$ cat src/rtl/uart_loader.sv
// Boot loader: receives a length-prefixed program image over an 8N1 UART and writes it to ram,
// holding the core in reset until done. Define LOADER_CHECKSUM_EN to require a trailing XOR byte.
module uart_loader #(
    parameter int          CLKS_PER_BIT = 104,
    parameter logic [31:0] BASE_ADDR    = 32'h0,
    parameter int          MAX_WORDS    = 4096
) (
    input  logic        clk,
    input  logic        n_reset,
    input  logic        uart_rx,
    output logic [1:0]  memwrite,
    output logic [31:0] addr,
    output logic [31:0] wd,
    output logic        busy,
    output logic        core_reset,
    output logic        error
);

    localparam int            CW   = $clog2(CLKS_PER_BIT + 1);
    localparam logic [CW-1:0] FULL = CW'(CLKS_PER_BIT - 1);
    localparam logic [CW-1:0] HALF = CW'(CLKS_PER_BIT / 2 - 1);

    typedef enum logic [1:0] {RX_IDLE, RX_START, RX_DATA, RX_STOP} rx_state_t;
    typedef enum logic [2:0] {S_LEN, S_DATA, S_WRITE, S_CHK, S_DONE, S_ERROR} state_t;

    rx_state_t     rx_state, rx_next;
    logic          rx_s1, rx_s2, rx_s3;
    logic [CW-1:0] cnt;
    logic [2:0]    bit_idx;
    logic [7:0]    rx_shift;
    logic          sample, byte_valid, frame_err;

    state_t        state, state_next;
    logic [23:0]   acc;
    logic [31:0]   assembled;
    logic [1:0]    byte_cnt;
    logic [31:0]   len;
    logic [31:0]   word_idx;
    logic [31:0]   next_idx;
`ifdef LOADER_CHECKSUM_EN
    logic [7:0]    csum;
`endif

    // rx_s3 is the previous synchronized sample, used for falling-edge start detection.
    always_ff @(posedge clk) begin
        if (!n_reset) begin
            rx_s1 <= 1'b1;
            rx_s2 <= 1'b1;
            rx_s3 <= 1'b1;
        end else begin
            // NOTE: non-blocking assignments so every flop samples the pre-edge value of its source.
            rx_s1 <= uart_rx;
            rx_s2 <= rx_s1;
            rx_s3 <= rx_s2;
        end
    end

    assign sample     = ((rx_state == RX_START) && (cnt == HALF)) ||
                        (((rx_state == RX_DATA) || (rx_state == RX_STOP)) && (cnt == FULL));
    assign byte_valid = (rx_state == RX_STOP) && sample && rx_s2;
    assign frame_err  = (rx_state == RX_STOP) && sample && !rx_s2;

    always_ff @(posedge clk) begin
        if (!n_reset) begin
            rx_state <= RX_IDLE;
            cnt      <= '0;
            bit_idx  <= '0;
            rx_shift <= '0;
        end else begin
            rx_state <= rx_next;
            cnt      <= ((rx_state == RX_IDLE) || sample) ? '0 : cnt + 1'b1;
            if ((rx_state == RX_DATA) && sample) begin
                rx_shift <= {rx_s2, rx_shift[7:1]};
                bit_idx  <= bit_idx + 1'b1;
            end
        end
    end

    always_comb begin
        // NOTE: default first so no path leaves rx_next unassigned (no latch).
        rx_next = rx_state;
        case (rx_state)
            RX_IDLE:  if (rx_s3 && !rx_s2) rx_next = RX_START;
            RX_START: if (sample) rx_next = rx_s2 ? RX_IDLE : RX_DATA;
            RX_DATA:  if (sample && (bit_idx == 3'd7)) rx_next = RX_STOP;
            RX_STOP:  if (sample) rx_next = RX_IDLE;
            default:  rx_next = RX_IDLE;
        endcase
    end

    // Bytes arrive LSB-first, so shifting each new byte in at the top yields little-endian words.
    assign assembled = {rx_shift, acc};
    assign next_idx  = word_idx + 32'd1;

    always_ff @(posedge clk) begin
        if (!n_reset) state <= S_LEN;
        else          state <= state_next;
    end

    always_comb begin
        state_next = state;
        case (state)
            S_LEN:
                if (byte_valid && (byte_cnt == 2'd3)) begin
                    if ((assembled == 32'd0) || (assembled > 32'(MAX_WORDS))) state_next = S_ERROR;
                    else                                                      state_next = S_DATA;
                end
            S_DATA:
                if (byte_valid && (byte_cnt == 2'd3)) state_next = S_WRITE;
            S_WRITE:
`ifdef LOADER_CHECKSUM_EN
                state_next = (next_idx == len) ? S_CHK : S_DATA;
            S_CHK:
                if (byte_valid) state_next = (rx_shift == csum) ? S_DONE : S_ERROR;
`else
                state_next = (next_idx == len) ? S_DONE : S_DATA;
`endif
            default: state_next = state;
        endcase
        if (frame_err && (state != S_DONE) && (state != S_ERROR)) state_next = S_ERROR;
    end

    always_ff @(posedge clk) begin
        if (!n_reset) begin
            acc      <= '0;
            byte_cnt <= '0;
            len      <= '0;
            word_idx <= '0;
            addr     <= BASE_ADDR;
            wd       <= '0;
`ifdef LOADER_CHECKSUM_EN
            csum     <= '0;
`endif
        end else begin
            if (byte_valid && ((state == S_LEN) || (state == S_DATA))) begin
                acc      <= assembled[31:8];
                byte_cnt <= byte_cnt + 1'b1;
            end
            if ((state == S_LEN) && byte_valid && (byte_cnt == 2'd3))
                len <= assembled;
            // addr/wd are loaded on entry to WRITE and hold afterwards.
            if ((state == S_DATA) && byte_valid && (byte_cnt == 2'd3)) begin
                wd   <= assembled;
                addr <= BASE_ADDR + {word_idx[29:0], 2'b00};
            end
            if (state == S_WRITE)
                word_idx <= next_idx;
`ifdef LOADER_CHECKSUM_EN
            if ((state == S_DATA) && byte_valid)
                csum <= csum ^ rx_shift;
`endif
        end
    end

    assign memwrite   = (state == S_WRITE) ? 2'b11 : 2'b00;
    assign busy       = (state != S_DONE);
    assign core_reset = (state != S_DONE);
    assign error      = (state == S_ERROR);

endmodule

$ cat config.mk
export PLATFORM = sky130hd
export DESIGN_NAME = uart_loader
export DESIGN_NICKNAME = d
export VERILOG_FILES = /design/src/rtl/uart_loader.sv
export SDC_FILE = /design/constraint.sdc
export NUM_CORES = 1
export LEC_CHECK = 0
export CAP_MARGIN = 20
export CORE_MARGIN = 1
export CORE_UTILIZATION = 27
export DETAILED_ROUTE_END_ITERATION = 6
export GPL_TIMING_DRIVEN = 0
export HOLD_SLACK_MARGIN = 0.02
export RECOVER_POWER = 100
export SKIP_LAST_GASP = 1
export SLEW_MARGIN = 20
export SYNTH_ARGS = -nofsm -noshare
export SYNTH_HDL_FRONTEND = slang
export SYNTH_SLANG_ARGS = --single-unit
$ cat constraint.sdc
create_clock -name clk -period 6.4 [get_ports clk]
set_clock_uncertainty 0.2 [all_clocks]
set_input_delay 1.28 -clock clk [delete_from_list [all_inputs] [get_ports clk]]
set_output_delay 1.28 -clock clk [all_outputs]
set_load 0.1 [all_outputs]
==> flow_metrics.env <==
export IMPL_io_pins=72
export IMPL_clk_pin_slew_ps=70
export IMPL_io_buffers=68
export IMPL_dieHeight_um=177
export IMPL_cp_top_family="buffers and inverters"
export IMPL_ys_types=60
export IMPL_yosysWarnings=0
export IMPL_h_tree_depth=4
export IMPL_gp_congestion=0.896
export IMPL_dominantRegCellSynth="dfxtp_1"
export IMPL_drt_pass1_iterations=5
export IMPL_worstSetupPathType="reg -> out"
export IMPL_slowest_stage="dlygate4sd3_1"
export IMPL_synthMuxAreaShare_pct=4.76
export IMPL_worstMarginPinSlew_ps=1370
export IMPL_cp_arrival_ps=3480
export IMPL_dr_total_vias=6747
export IMPL_start_util_pct=27.6
export IMPL_syn_inst=955
export IMPL_synth_adder_area_share_pct=0.760
export IMPL_synthArstFlopShare_pct=0
export IMPL_cts_root_buffer="clkbuf_16"
export IMPL_yosys_area_share_simple_pct=25.0
export IMPL_routed_wl_um=23100
export IMPL_total_power_mw=2.24
export IMPL_tns_ps=0
export IMPL_p_leak_nw=3.48
export IMPL_clockBufferDepth=2
export IMPL_rrSetupSlack_ps=2270
export IMPL_hp_class="reg -> reg"
export IMPL_vdd_drop_max_uv=141
export IMPL_r2r_end="word_idx[28]"
export IMPL_clock_fmax_mhz=201
export IMPL_rsz0062_at_grt="false"
export IMPL_ys_ff_latch=178
export IMPL_cts_sinks=178
export IMPL_crit_chain="clkbuf_1 -> or3b_2 -> clkbuf_1 -> clkinv_1 -> buf_4 -> dlygate4sd3_1"
export IMPL_hold_viol_final=0
export IMPL_min_period_ps=4960
export IMPL_rows=63
export IMPL_grt_pass1_wl_um=37100
export IMPL_worstRegToRegCells=8
export IMPL_final_setup_viol_count=0
export IMPL_cts_tree="done"
export IMPL_cp_max_fo=11
export IMPL_fin_nets=1051
export IMPL_num_antenna_cells=0
export IMPL_synth_edff_count=0
export IMPL_path_buf_inv=5
export IMPL_synth_compound_area_share_pct=13.9
export IMPL_grt_pass1_vias=6560
export IMPL_hpwlAfterDp_um=17000
export IMPL_syn_area_per_cell_um2=8.62
export IMPL_fp_dieW_um=177
export IMPL_worstHoldStart="cnt[0]"
export IMPL_mostFrequentLayoutCells="220 x nand2_1, 178 x dfxtp_1, 103 x a21boi_0, 67 x dlygate4sd3_1, 56 x clkbuf_1"
export IMPL_dr_first_iter_drc_count=402
export IMPL_drv_cap=0
export IMPL_cts_resized=0
export IMPL_place_ws_ps=1850
export IMPL_crit_path_start_kind="flip-flop"
export IMPL_synthesis_area_um2=8230
export IMPL_postCtsSetupRepairBufs=0
export IMPL_cellPowerDensity_nw_per_um2=224
export IMPL_slew_violations=0
export IMPL_outcome="complete, no violations"
export IMPL_synth_top_family_by_area="simple AND/OR/NAND/NOR gates"
export IMPL_numCtsBuffers=17
export IMPL_cp_end_kind="output port"
export IMPL_viasPerCell=4.67
export IMPL_worst_slack_ps=1440
export IMPL_maxSlewHeadroom_pct=7.83
export IMPL_overflow=0
export IMPL_antenna_found_initial=0
export IMPL_grt_max_degree=18
export IMPL_track_usage_pct=15.5
export IMPL_final_antenna_net_count=0
export IMPL_clk_latency_ps=440
export IMPL_core_area_um2=29800
export IMPL_drc=0
export IMPL_cp_slowest_stage_delay_ps=1190
export IMPL_wl_per_cell_um=16.0
export IMPL_synth_xor_area_share_pct=7.76
export IMPL_drive_gt1_share_pct=5.21
export IMPL_syn2layout_area_growth_pct=21.0
export IMPL_die_area_um2=31200
export IMPL_layout_commonest_cell="nand2_1"
export IMPL_min_period_over_period_pct=77.6
export IMPL_min_to="cnt[0]"
export IMPL_cts_hold_buf=0
export IMPL_ys_seq_area_share_pct=43.3
export IMPL_cpMostUsedCell="clkbuf_1"
export IMPL_holdPathStages=1
export IMPL_rr_startpoint="word_idx[0]"
export IMPL_worstPathRequired_ps=4920
## flip-flops by register name, summed over array words and instances, names as in the netlist, named ones only
signal,flops
state,3
byte_cnt,2
rx_state,1
len,32
addr,30
wd,32
word_idx,32
rx_s3,1
rx_s1,1
cnt,7
acc,24
rx_shift,8
rx_s2,1
bit_idx,3
## worst max path at each step
stage                        to      from  cells past startpoint
floorplan           memwrite[1]  state[2]                      5
finish              memwrite[1]  state[1]                      6
CTS                 memwrite[1]  state[2]                      6
global route        memwrite[1]  state[2]                      6
detailed placement  memwrite[1]  state[2]                      6
global placement    memwrite[1]  state[2]                      6
## layout make-up
cell class / instances / area, µm²
fill: 3169 / 19800
multi-input combinational: 701 / 4260
clock inverter: 13 / 171
tap: 390 / 488
sequential: 178 / 3560
clock buffer: 19 / 443
buffer: 70 / 330
inverter: 7 / 26.3
timing repair buffer: 68 / 681
## per-layer routing
layer	share of wire [%]	GRT usage, %	up-vias	wire length [µm]
met5	0	0	-	0
met4	2.4	6.32	0	564
met3	3.1	2.32	26	717
met2	46	24.8	128	10600
met1	49	20.8	3187	11200
li1	-	-	3406	-
## per-stage QoR
stage,instance area [µm²],hold WS (ps),cells,util [%]
global placement,9410,218,1414,31.6
finish,9970,241,1446,33.4
floorplan,8240,186,956,-
CTS,10000,242,1446,33.6
detailed placement,9410,208,1414,31.6
global route,9970,246,1446,33.4
## synthesized netlist by cell type, drive strengths merged (20+ instances only)
cell type | instances | share of area, %
and2 | 26 | 2.0
nor2b | 37 | 2.8
xor2 | 34 | 3.6
dfxtp | 178 | 43
nand3 | 20 | 1.2
nor2 | 30 | 1.4
nand2 | 220 | 10
mux2i | 38 | 4.6
buf | 22 | 2.0
clkbuf | 48 | 2.2
a21boi | 106 | 9.7
xnor2 | 39 | 4.1
## logic make-up (layout without fill, tap and decap cells)
logic type | after synthesis | after routing
other | 1 | 2
AOI/OAI and AO/OA | 160 | 160
muxes | 39 | 39
xor gates and xnor gates | 73 | 73
buffers and inverters | 77 | 177
DFF | 178 | 178
adders and majority gates | 5 | 5
and+or+nand+nor | 422 | 422
## power by group
part / switching (mW) / total, mW / internal (mW)
registers: 0.00145 / 1.11 / 1.11
clock network: 0.484 / 1.09 / 0.602
logic: 0.0258 / 0.0415 / 0.0157
Power figures use the tool's default switching activity.
